$ cat src/rtl/fifo_fwft_ctrl_pkg.sv
// Shared constants and helpers for the first-word-fall-through FIFO controller.
// The dual-clock variant is meant to reuse this package.
package fifo_fwft_ctrl_pkg;

    // Output stage holds one presented word plus one skid word.
    localparam int OUT_SLOTS = 2;

    function automatic bit depth_ok(input int addr_w, input int depth);
        return depth == (1 << addr_w);
    endfunction

endpackage

$ cat src/rtl/fifo_fwft_ctrl.sv
// FWFT stream FIFO controller around an external 1-cycle-latency dual-port RAM.
// Owns the pointers, the full/empty logic and a 2-entry output stage that hides the read latency.
module fifo_fwft_ctrl
    import fifo_fwft_ctrl_pkg::*;
#(
    parameter int DATA_WIDTH = 8,
    parameter int ADDR_WIDTH = 2,
    parameter int RAM_DEPTH  = 4
) (
    input  logic                  clk,
    input  logic                  rst_n,
    input  logic [DATA_WIDTH-1:0] in_data,
    input  logic                  in_valid,
    output logic                  in_ready,
    output logic [DATA_WIDTH-1:0] out_data,
    output logic                  out_valid,
    input  logic                  out_ready,
    output logic [DATA_WIDTH-1:0] ram_wdata,
    output logic [ADDR_WIDTH-1:0] ram_waddr,
    output logic                  ram_wr_en,
    output logic [ADDR_WIDTH-1:0] ram_raddr,
    output logic                  ram_rd_en,
    input  logic [DATA_WIDTH-1:0] ram_rdata,
    output logic [ADDR_WIDTH+1:0] count
);

    typedef logic [ADDR_WIDTH:0]   ptr_t;
    typedef logic [ADDR_WIDTH+1:0] cnt_t;

    if (!depth_ok(ADDR_WIDTH, RAM_DEPTH)) begin : g_depth_check
        $error("fifo_fwft_ctrl: RAM_DEPTH must equal 2**ADDR_WIDTH");
    end

    function automatic ptr_t ptr_diff(input ptr_t a, input ptr_t b);
        return a - b;
    endfunction

    ptr_t                  wptr;
    ptr_t                  rptr;
    ptr_t                  ram_cnt;
    logic                  ram_full;
    logic                  ram_empty;
    logic                  rd_pend;
    logic                  skid_valid;
    logic [DATA_WIDTH-1:0] skid_data;
    logic                  push;
    logic                  pop;
    logic [1:0]            occ;
    logic [1:0]            occ_after;
    logic                  land_out;
    logic                  load_skid;

    assign ram_cnt   = ptr_diff(wptr, rptr);
    assign ram_full  = (ram_cnt == ptr_t'(RAM_DEPTH));
    assign ram_empty = (ram_cnt == '0);

    assign in_ready  = rst_n & ~ram_full;
    assign push      = in_valid & in_ready;
    assign pop       = out_valid & out_ready;

    // Issue a read only if the landing word is guaranteed a free output slot.
    assign occ       = {1'b0, out_valid} + {1'b0, skid_valid} + {1'b0, rd_pend};
    assign occ_after = occ - {1'b0, pop};
    assign ram_rd_en = ~ram_empty & (occ_after < 2'(OUT_SLOTS));

    assign ram_wr_en = push;
    assign ram_wdata = in_data;
    assign ram_waddr = wptr[ADDR_WIDTH-1:0];
    assign ram_raddr = rptr[ADDR_WIDTH-1:0];

    assign land_out  = rd_pend & (~out_valid | (pop & ~skid_valid));
    assign load_skid = rd_pend & out_valid & ~(pop & ~skid_valid);

    assign count = cnt_t'(ram_cnt) + cnt_t'(rd_pend) + cnt_t'(out_valid) + cnt_t'(skid_valid);

    always_ff @(posedge clk or negedge rst_n) begin
        if (!rst_n) begin
            wptr    <= '0;
            rptr    <= '0;
            rd_pend <= 1'b0;
        end else begin
            wptr    <= wptr + ptr_t'(push);
            rptr    <= rptr + ptr_t'(ram_rd_en);
            rd_pend <= ram_rd_en;
        end
    end

    always_ff @(posedge clk or negedge rst_n) begin
        if (!rst_n) begin
            out_valid  <= 1'b0;
            out_data   <= '0;
            skid_valid <= 1'b0;
        end else if (land_out) begin
            out_valid <= 1'b1;
            out_data  <= ram_rdata;
        end else if (rd_pend) begin
            // Landing word goes to skid; on a pop the old skid word advances first.
            skid_valid <= 1'b1;
            if (pop) begin
                out_data <= skid_data;
            end
        end else if (pop) begin
            if (skid_valid) begin
                out_data   <= skid_data;
                skid_valid <= 1'b0;
            end else begin
                out_valid <= 1'b0;
            end
        end
    end

    always_ff @(posedge clk) begin
        if (load_skid) begin
            skid_data <= ram_rdata;
        end
    end

endmodule

$ cat config.mk
export PLATFORM = sky130hd
export DESIGN_NAME = fifo_fwft_ctrl
export DESIGN_NICKNAME = d
export VERILOG_FILES = /design/src/rtl/fifo_fwft_ctrl_pkg.sv /design/src/rtl/fifo_fwft_ctrl.sv
export SDC_FILE = /design/constraint.sdc
export NUM_CORES = 1
export LEC_CHECK = 0
export CORE_MARGIN = 2
export CORE_UTILIZATION = 44
export CTS_CLUSTER_DIAMETER = 50
export DETAILED_ROUTE_END_ITERATION = 8
export MAX_ROUTING_LAYER = met4
export PLACE_DENSITY = 0.79
export SLEW_MARGIN = 0
export SYNTH_ARGS = -nofsm -noshare
export SYNTH_HDL_FRONTEND = slang
export SYNTH_SLANG_ARGS = --single-unit
$ cat constraint.sdc
create_clock -name clk -period 3.4 [get_ports clk]
set_input_delay 1.02 -clock clk [delete_from_list [all_inputs] [get_ports clk]]
set_output_delay 1.02 -clock clk [all_outputs]
set_load 0.01 [all_outputs]
Yosys cells after proc, flatten, opt, wreduce, memory -nomap -nowiden
Index checks and enable logic that the tools add are counted.
{ "totals": {"reg_bits": 25, "latchBits": 0, "ramBits": 0, "romBits": 0, "in_bits": 20, "out_inout_bits": 28, "word_cells": 53, "memories": 0} }
{ "classes": {"addsub": 9, "multipliers": 0, "n_div": 0, "magnitude_cmp": 1, "n_eq_ne": 3, "shift": 0, "mux": 11, "bitwise_logic": 15, "n_reduce_logical": 7} }
{ "ops": {"columns": ["op", "count"], "rows": [
  ["8-bit two-way mux", 5],
  ["4-bit by 1-bit adder with 4-bit output", 2],
  ["1-bit AND", 8],
  ["3-bit by 1-bit adder with 3-bit output", 2],
  ["1-bit two-way mux", 6],
  ["1-bit inverter", 6],
  ["3-bit by 1-bit adder with 4-bit output", 1],
  ["2-bit by 1-bit inequality test with 1-bit output (second input constant)", 2],
  ["2-bit AND reduction", 2],
  ["2-bit nonzero test", 2],
  ["3-bit equality test (second input constant)", 1],
  ["3-bit logical NOT", 1],
  ["3-bit AND reduction", 1],
  ["3-bit nonzero test", 1],
  ["3-bit subtractor", 1],
  ["1-bit by 1-bit adder with 2-bit output", 1],
  ["2-bit by 1-bit adder with 2-bit output", 1],
  ["2-bit less-than comparator (second input constant)", 1],
  ["2-bit by 1-bit subtractor with 2-bit output", 1],
  ["1-bit OR", 1]
]} }

Longest topological paths before layout
Gate-level depths: netlist of run 1.
{ "depth": {"ltp_word": 6, "mapped_depth": 11, "ltp_nobuf": 11} }

Least setup slack after synthesis of run 1
Ideal clock, no wire load.
{ "synth_timing": {"path_kind": "input to output", "start": "in out_ready", "end": "out ram_rd_en", "arrival_time_ns": 2.222, "required_ns": 2.380, "path_slack_ns": 0.158, "path_stages": 8, "path_buffers": 0, "path_cell_list": "inv_1 nor2_1 ha_1 inv_1 ha_1 a21oi_1 xnor2_1 a31oi_1"} }
{ "synth_via": {"elab_chain_len": 4} }
{ "synth_lines": {"columns": ["element", "line", "source"], "rows": [
  ["start: declaration", "fifo_fwft_ctrl.sv:17", "input logic out_ready,"],
  ["1-bit AND", "fifo_fwft_ctrl.sv:59", "assign pop = out_valid & out_ready;"],
  ["2-bit by 1-bit subtractor with 2-bit output", "fifo_fwft_ctrl.sv:63", "assign occ_after = occ - {1'b0, pop};"],
  ["2-bit less-than comparator", "fifo_fwft_ctrl.sv:64", "assign ram_rd_en = ~ram_empty & (occ_after < 2'(OUT_SLOTS));"],
  ["1-bit AND", "fifo_fwft_ctrl.sv:64", null],
  ["end: declaration", "fifo_fwft_ctrl.sv:22", "output logic ram_rd_en,"]
]} }
No other way between the ends.

Worst setup path after layout of run 1
{ "layout_timing": {"start": "reg wptr[0]", "end": "out count[1]"} }
{ "layout_via": {"elab_chain_len": 4} }
{ "layout_lines": {"columns": ["element", "line", "source"], "rows": [
  ["start: declaration", "fifo_fwft_ctrl.sv:38", "ptr_t wptr;"],
  ["start signal: assignment", "fifo_fwft_ctrl.sv:82", "wptr <= wptr + ptr_t'(push);"],
  ["3-bit subtractor", "fifo_fwft_ctrl.sv:35", "return a - b;"],
  ["3-bit by 1-bit adder with 4-bit output", "fifo_fwft_ctrl.sv:74", "assign count = cnt_t'(ram_cnt) + cnt_t'(rd_pend) + cnt_t'(out_valid) + cnt_t'(skid_valid);"],
  ["4-bit by 1-bit adder with 4-bit output (2 in series)", "fifo_fwft_ctrl.sv:74", null],
  ["end: declaration", "fifo_fwft_ctrl.sv:24", "output logic [ADDR_WIDTH+1:0] count"]
]} }
No other way between the ends.

==> flow_results.org, run 1 <==
** Synth
- Synth area leader :: sky130_fd_sc_hd__dfrtp_1
- Share of the synthesized netlist area taken by xor and xnor gates :: 0.0392
- After synthesis, the netlist uses 22 different library cells.
- Total standard cell area after synthesis :: 0.00134 mm²
- Synth warn :: 0
- Post-synthesis share of cell area spent on and, or, nand and nor gates :: 0.0187
- Async S/R FF share, synth :: 0.680
- By area the synthesized netlist is led by sky130_fd_sc_hd__dfrtp_1, sky130_fd_sc_hd__edfxtp_1, sky130_fd_sc_hd__mux2_4.
- Complex-gate fraction of the synthesized area :: 0.0653
- Synthesis produced a netlist with a net count of 129.
- Of the total synthesized cell area, the portion taken by full adders, half adders and majority gates is 0.129.
- Yosys mapped a number of flops with a built-in enable equal to 8.
- Mux contribution to synthesized area :: 0.157
- Area share of the largest cell type after synthesis :: 0.317
- Synthesized area divided by synthesized cell count :: 13.8 µm²
- Of the synthesized area, sequential elements account for 0.496.
- Counting every instance in the synthesized netlist gives 97.
- The synthesized design contains 25 register bits.
- Dominant register cell in the synthesized netlist :: sky130_fd_sc_hd__dfrtp_1
- Largest family of logic cells by synthesized area :: multiplexers

** Global routing
- Overall overflow remaining after global route :: 0
- In the global route stage, overall resource usage came out at 0.154.
- Number of antenna violations at the first check in global routing :: 0
- Entering global routing, the biggest net connects 18 pins.
- First-pass GRT wire length :: 3980 µm
- The number of global-route vias before repair is 863.

** Timing
- Setup repair after global routing missed its margin :: yes
- Clock skew after layout :: 0.00975 ns
- The number of hold violations in the final report came to 0.
- The number of slew-limit violations in the final report was 0.
- Final worst path period need :: 3.36 ns
- Worst relative slew slack :: 0.513
- Measured slew at the worst slew-check pin :: 0.727 ns
- Based on the critical path, the design can be clocked at up to 297 MHz.
- # setup viols final :: 0
- Final WS setup :: 0.0359 ns
- Period utilization :: 0.989

** Setup path
- CP required :: 2.38 ns
- The worst register-to-register path has a setup slack of 0.91 ns.
- Data on the critical path arrives at its endpoint at 2.34 ns.
- Path type of the worst setup path :: reg2out
- Of all nets on the critical path, the largest fanout is 3.
- The worst setup path is launched from a register.
- Worst Setup End Kind :: output pin

** Cells and area
- For this run, the post-layout net count is 167.
- Of the cells placed in the final design, the portion with a size suffix greater than 1 is 0.321.
- Final design area excluding fillers :: 0.00178 mm²
- Layout Area Growth over Synthesis :: 32.6%
- 0 antenna diodes ended up in the layout.
- At the end of the flow the core is filled with cells to 0.597.

** Job
- Max-cap violations in this run came to 0.

** Clock network
- The number of clock buffers added by TritonCTS is 3.
- TritonCTS built the clock tree.
- The cell sitting at the root of the clock tree is a sky130_fd_sc_hd__clkbuf_4.
- Number of levels in the clock H-tree :: 1
- Max Root-Sink Buffers :: 2
- Total number of clock tree sinks :: 25
- The later pin in the worst-skew pair is clocked with a latency of 0.32 ns.
- Hold buffers post-CTS :: 0
- Clock transition at the registers of the reported paths :: 0.13 ns

** Placement
- Detailed-placement wirelength estimate :: 1830 µm
- Once placement finished, the instance area stood at 0.00168 mm².
- Routability-driven placement finished with a final weighted congestion of 0.729.
- DP Worst Slack :: -0.855 ns
- During placement, the flow inserted port buffers numbering 31.

** Pwr
- Leakage dissipation :: 0.806 nW
- Power per cell area :: 1340 mW/mm²
- Peak ir drop on the vdd network :: 1.09 mV
- Overall power :: 0.00239 W

** Floorplanning
- DIE WIDTH :: 59.2 µm
- Die Outline Area :: 0.00351 mm²
- Number of core rows :: 20
- I/O pin count :: 48
- The floorplan step set the die height to 59.2 µm.
- Core region area :: 0.00298 mm²
- Initial core utilization :: 0.450

** Routing
- Drt drc :: 0
- WL final :: 2470 µm
- Number of iterations in the first detailed-routing pass :: 2
- In this run, the number of DRC markers left after iteration 0 of detailed routing was 13.
- After detailed routing, the number of vias per cell comes to 5.02.
- Antenna Violating Nets Remaining :: 0
- Wire length per cell :: 14.8 µm
- The final route contains 839 vias.

** Worst hold path
- The tightest min-delay check is of the reg2reg type.

** Run status
- Outcome :: complete, no violations
[report_power, final]
part	internal [W]	switching (W)	total, W	leakage [nW]
Combinational	0.000960	0.000760	0.00172	0.519
Clock	0.0000448	0.0000883	0.000133	0.0139
Sequential	0.000463	0.0000734	0.000536	0.273
Total	0.00147	0.000922	0.00239	0.806
[per-layer routing]
metal  vias up  GRT usage  part of all wire
met2        32      0.234              0.49
met1       413      0.213              0.45
met3         0     0.0328             0.053
li1        394          -                 -
met4         0     0.0325                 0
met5         -          -                 0
[registers in the layout (all words and copies together) (netlist names)]
name	count
rd_pend	1
rptr	3
out_data	8
skid_valid	1
skid_data	8
wptr	3
out_valid	1
[synth_stat cells, types with 2 or more instances]
master / instances
sky130_fd_sc_hd__a21oi_1: 3
sky130_fd_sc_hd__buf_4: 12
sky130_fd_sc_hd__dfrtp_1: 17
sky130_fd_sc_hd__edfxtp_1: 8
sky130_fd_sc_hd__fa_1: 3
sky130_fd_sc_hd__ha_1: 9
sky130_fd_sc_hd__inv_1: 9
sky130_fd_sc_hd__mux2_1: 8
sky130_fd_sc_hd__mux2_4: 8
sky130_fd_sc_hd__nand2_1: 2
sky130_fd_sc_hd__nor2_1: 3
sky130_fd_sc_hd__xnor2_1: 3
sky130_fd_sc_hd__xor2_1: 3
[cell type report]
cell class	count	area (µm²)
Clock inverter	1	7.51
Sequential cell	25	666
Timing Repair Buffer	45	400
Multi-Input combinational cell	50	602
Fill cell	256	1200
Tap cell	33	41.3
Clock buffer	3	22.5
Inverter	10	40.0
[critical path, stage by stage, from the launching register on]
cell                      delay, ns
sky130_fd_sc_hd__dfrtp_1       0.41
sky130_fd_sc_hd__inv_2         0.07
sky130_fd_sc_hd__ha_4          0.21
sky130_fd_sc_hd__fa_1          0.49
sky130_fd_sc_hd__inv_1         0.05
sky130_fd_sc_hd__ha_2          0.17
sky130_fd_sc_hd__fa_2          0.53
sky130_fd_sc_hd__buf_6         0.10
[metrics by stage]
stage	TNS [ns]	hold slack [ns]	std cells
final	0	0.503	167
after global routing	-0.223	0.518	167
after CTS	-0.169	0.505	166
after detailed placement	-1.15	0.484	159
after global placement	-1.06	0.479	159
after floorplan	0	0.461	97
[cell families (layout without fill, tap and decap cells)]
kind of cell	Yosys count	after routing
simple gates	6	6
mux	16	16
xor+xnor	6	6
buf+inv	22	59
compound gates	10	10
fa+ha+maj	12	12
flops	25	25
[layout by cell type (no fill, tap or decap), drive strengths merged]
cell / n
a21oi: 3
clkbuf: 4
mux2: 16
a31oi: 1
clkdlybuf4s50: 23
o22ai: 1
xnor2: 3
buf: 17
o21ai: 2
xor2: 3
o21a: 1
ha: 9
o211ai: 1
dlymetal6s2s: 1
nand2: 2
inv: 10
edfxtp: 8
dlygate4sd2: 3
nor2b: 1
fa: 3
dfrtp: 17
o211a: 1
nor2: 3
clkinvlp: 1
[final timing paths]
path | start | end | cells past startpoint
setup / recovery | wptr[0]$_DFF_PN0_ | count[1] | 7
hold reg to reg | wptr[2]$_DFF_PN0_ | wptr[2]$_DFF_PN0_ | 1
setup reg to reg | rptr[0]$_DFF_PN0_ | rptr[2]$_DFF_PN0_ | 11
hold / removal | wptr[2]$_DFF_PN0_ | wptr[2]$_DFF_PN0_ | 1
min in group asynchronous | rst_n | rptr[1]$_DFF_PN0_ | 2
max in group asynchronous | rst_n | wptr[1]$_DFF_PN0_ | 2
[timing repair]
action                                  4_1_cts  5_1_grt
gates resized for setup                      22       10
pin swaps                                     4        3
endpoints found under the setup margin        7        5
endpoints found under the hold margin         0        0
gates cloned                                  0        0
buffers inserted                              3        1
(Power assumes the default switching activity.)
==> inputs of run 2 (changes only) <==
--- a/config.mk
+++ b/config.mk
@@ -9,6 +9,7 @@
 export CORE_UTILIZATION = 44
 export CTS_CLUSTER_DIAMETER = 50
 export DETAILED_ROUTE_END_ITERATION = 8
+export HOLD_SLACK_MARGIN = 0.05
 export MAX_ROUTING_LAYER = met4
 export PLACE_DENSITY = 0.79
 export SLEW_MARGIN = 0
==> results of run 2 <==
No change in the layout: final DEF, timing and power equal those of run 1.
==> inputs of run 3 (changes only) <==
--- a/config.mk
+++ b/config.mk
@@ -5,7 +5,6 @@
 export SDC_FILE = /design/constraint.sdc
 export NUM_CORES = 1
 export LEC_CHECK = 0
-export CORE_MARGIN = 2
 export CORE_UTILIZATION = 44
 export CTS_CLUSTER_DIAMETER = 50
 export DETAILED_ROUTE_END_ITERATION = 8
==> flow_results.org, run 3 (synthesis gave the netlist of run 1 again) <==
** Run status
- The run finished, with violations left.
- The final reports fail on design-rule violations.

** Job
- Total of max-cap violations :: 0

** Cells and area
- In the final layout, the multi-input gates occupy 636 µm².
- Number of nets in the layout :: 166
- At the end of the flow the core is filled with cells to 0.636.
- The area growth from synthesis to layout is 34.2%.
- Final design area excluding fillers :: 0.00180 mm²
- Ant. Diodes :: 0
- Share of layout cells above drive strength 1 :: 0.353
- Most frequent standard cell in the layout excluding fill and tap cells :: sky130_fd_sc_hd__clkdlybuf4s50_1
- Registers with the most flip-flops :: out_data (8), skid_data (8)
- Counting the fill cells in the layout gives 207.
- Non-filler cells in the finished layout :: 164
- Area taken by flip-flops and latches :: 666 µm²
- Top library cells by usage in the layout, fill and taps aside :: sky130_fd_sc_hd__clkdlybuf4s50_1, sky130_fd_sc_hd__dfrtp_1, sky130_fd_sc_hd__buf_4

** Routing
- WL final :: 2420 µm
- Number of vias after detailed routing :: 828
- In the final routed layout, each cell accounts on average for 14.8 µm.
- The detailed router finished its first iteration with 17 violations.
- Antenna Violating Nets Remaining :: 0
- After detailed routing, the number of remaining DRC violations is 4.
- The first detailed-routing pass ran for 8 iterations.
- In the routed layout, each cell is associated on average with a via count of 5.05.

** Timing
- Headroom to the max-slew limit came out at 0.538.
- Setup violations remaining at the end of the flow were counted as 0.
- For this run, the top clock speed supported by timing is 297 MHz.
- In the post-route analysis, the smallest setup slack over all paths is 0.0341 ns.
- The number of hold violations in the final report was 0.
- Measured slew at the worst slew-check pin :: 0.690 ns
- Across the routed clock network, the largest skew measured is 0.00285 ns.
- Number of max-slew violations in the final report :: 0
- In the finished design, the share of the clock period the worst path needs comes to 0.990.
- Final worst path period need :: 3.37 ns
- Setup repair after global routing could not meet its margin everywhere.

** Setup path
- The setup path with the least slack is of type in2out.
- The largest single stage delay on the critical path is 0.21 ns.
- For the worst setup path, the data arrival time is 2.35 ns.
- Worst Setup End Kind :: output pin
- The worst register-to-register path ends at rptr[2]$_DFF_PN0_.
- Dominant delay contributor by cell family on the critical path :: adder cells
- Reg-to-reg setup timing slack :: 1.14 ns
- The startpoint identified for the worst register-to-register timing path is rptr[0]$_DFF_PN0_.
- The worst setup path is launched from a primary input.
- In this run the worst path has a maximum fanout of 2.
- Critical-path top delay cell :: sky130_fd_sc_hd__ha_4
- Critical path, cell by cell :: clkbuf_2, inv_2, nor2_4, ha_4, inv_2, ha_4, a21oi_4, xnor2_2, a31oi_2, buf_2
- CP required :: 2.38 ns
- Buf/Inv on CP :: 4
- The worst register-to-register path has a depth of 10.

** Worst hold path
- The startpoint identified for the worst hold timing path is rptr[2]$_DFF_PN0_.
- Hold/Removal Path Class :: reg2reg
- The path with the worst hold slack has its endpoint at rptr[2]$_DFF_PN0_.
- Counting instances, the worst hold path has a depth of 1.

** Floorplanning
- The die covers 0.00327 mm².
- The core region is 0.00283 mm².
- The initial utilization of the core area, before any placement, comes to 0.474.
- Number of core rows :: 19
- Die height :: 57.2 µm
- From left edge to right edge, the die measures 57.2 µm.
- I/O pin count :: 48

** Global routing
- For this run, the total global-route usage over all layers was measured as 0.171.
- The first global-routing pass estimated 4000 µm of wire.
- Number of antenna violations at the first check in global routing :: 0
- For this run the aggregate overflow at the end of global routing stands at 0.
- Entering global routing, the biggest net connects 18 pins.
- The number of global-route vias before repair came to 899.

** Clock network
- CTS built an H-tree with a depth of 1.
- Max Root-Sink Buffers :: 2
- The later pin in the worst-skew pair is clocked with a latency of 0.33 ns.
- CTS tree :: built
- For this design, the CTS-stage hold fixing added 0 buffers.
- The tree built by TritonCTS fans out to 25 sinks.
- Clock transition at the registers of the reported paths :: 0.14 ns
- Counting the buffers created by CTS gives 3.
- Root buf cell :: sky130_fd_sc_hd__clkbuf_4

** Placement
- Instance count after placement with tap cells included :: 156
- Routability-driven placement finished with a final weighted congestion of 0.764.
- The HPWL after detailed placement is 1790 µm.
- DP Worst Slack :: -0.989 ns
- Buffers placed on the I/O ports in this run total 31.
- After detailed placement, the total cell area comes to 0.00167 mm².

** Pwr
- For this design the static power due to leakage is 0.806 nW.
- VDD sags by at most 0.971 mV.
- Overall power :: 0.00246 W
- In this run the power density over the cells is 1360 mW/mm².
==> run 3: metal layers <==
| metal | global-route usage | wire, µm | vias up |
|---|---|---|---|
| met5 | - | 0 | - |
| met4 | 0.0627 | 35 | 0 |
| met3 | 0.0227 | 116 | 3 |
| met2 | 0.289 | 1260 | 26 |
| met1 | 0.209 | 1010 | 411 |
| li1 | - | - | 388 |
==> run 3: worst max-delay path by stage <==
stage,startpoint,to,cells after the start
finish,out_ready,ram_rd_en,10
global route,out_ready,ram_rd_en,10
CTS,out_ready,ram_rd_en,10
detailed placement,out_ready,ram_rd_en,10
global placement,out_ready,ram_rd_en,10
floorplan,out_ready,ram_rd_en,8
==> run 3: layout make-up <==
cell class                 instances  area share
clock buffer                       3      0.0125
sequential                        25       0.370
multi-input combinational         50       0.353
inverter                          10      0.0208
timing repair buffer              44       0.218
clock inverter                     1     0.00417
tap                               31      0.0215
==> run 3: repair_timing <==
action	4_1_cts	5_1_grt
hold endpoints to repair	0	0
resized for setup	26	12
buffers inserted	3	1
pin swaps	3	4
setup endpoints to repair	7	5
==> run 3: through the flow <==
stage	setup TNS [ns]	hold WS (ns)
6_report	0	0.506
5_1_grt	-0.148	0.525
4_1_cts	-0.0916	0.508
3_5_place_dp	-1.21	0.487
3_3_place_gp	-1.09	0.476
2_1_floorplan	0	0.461
==> run 3: where the power goes <==
part | switching [W] | internal, W
logic | 0.000794 | 0.000984
registers | 0.0000732 | 0.000463
clock network | 0.0000959 | 0.0000451
total | 0.000964 | 0.00149
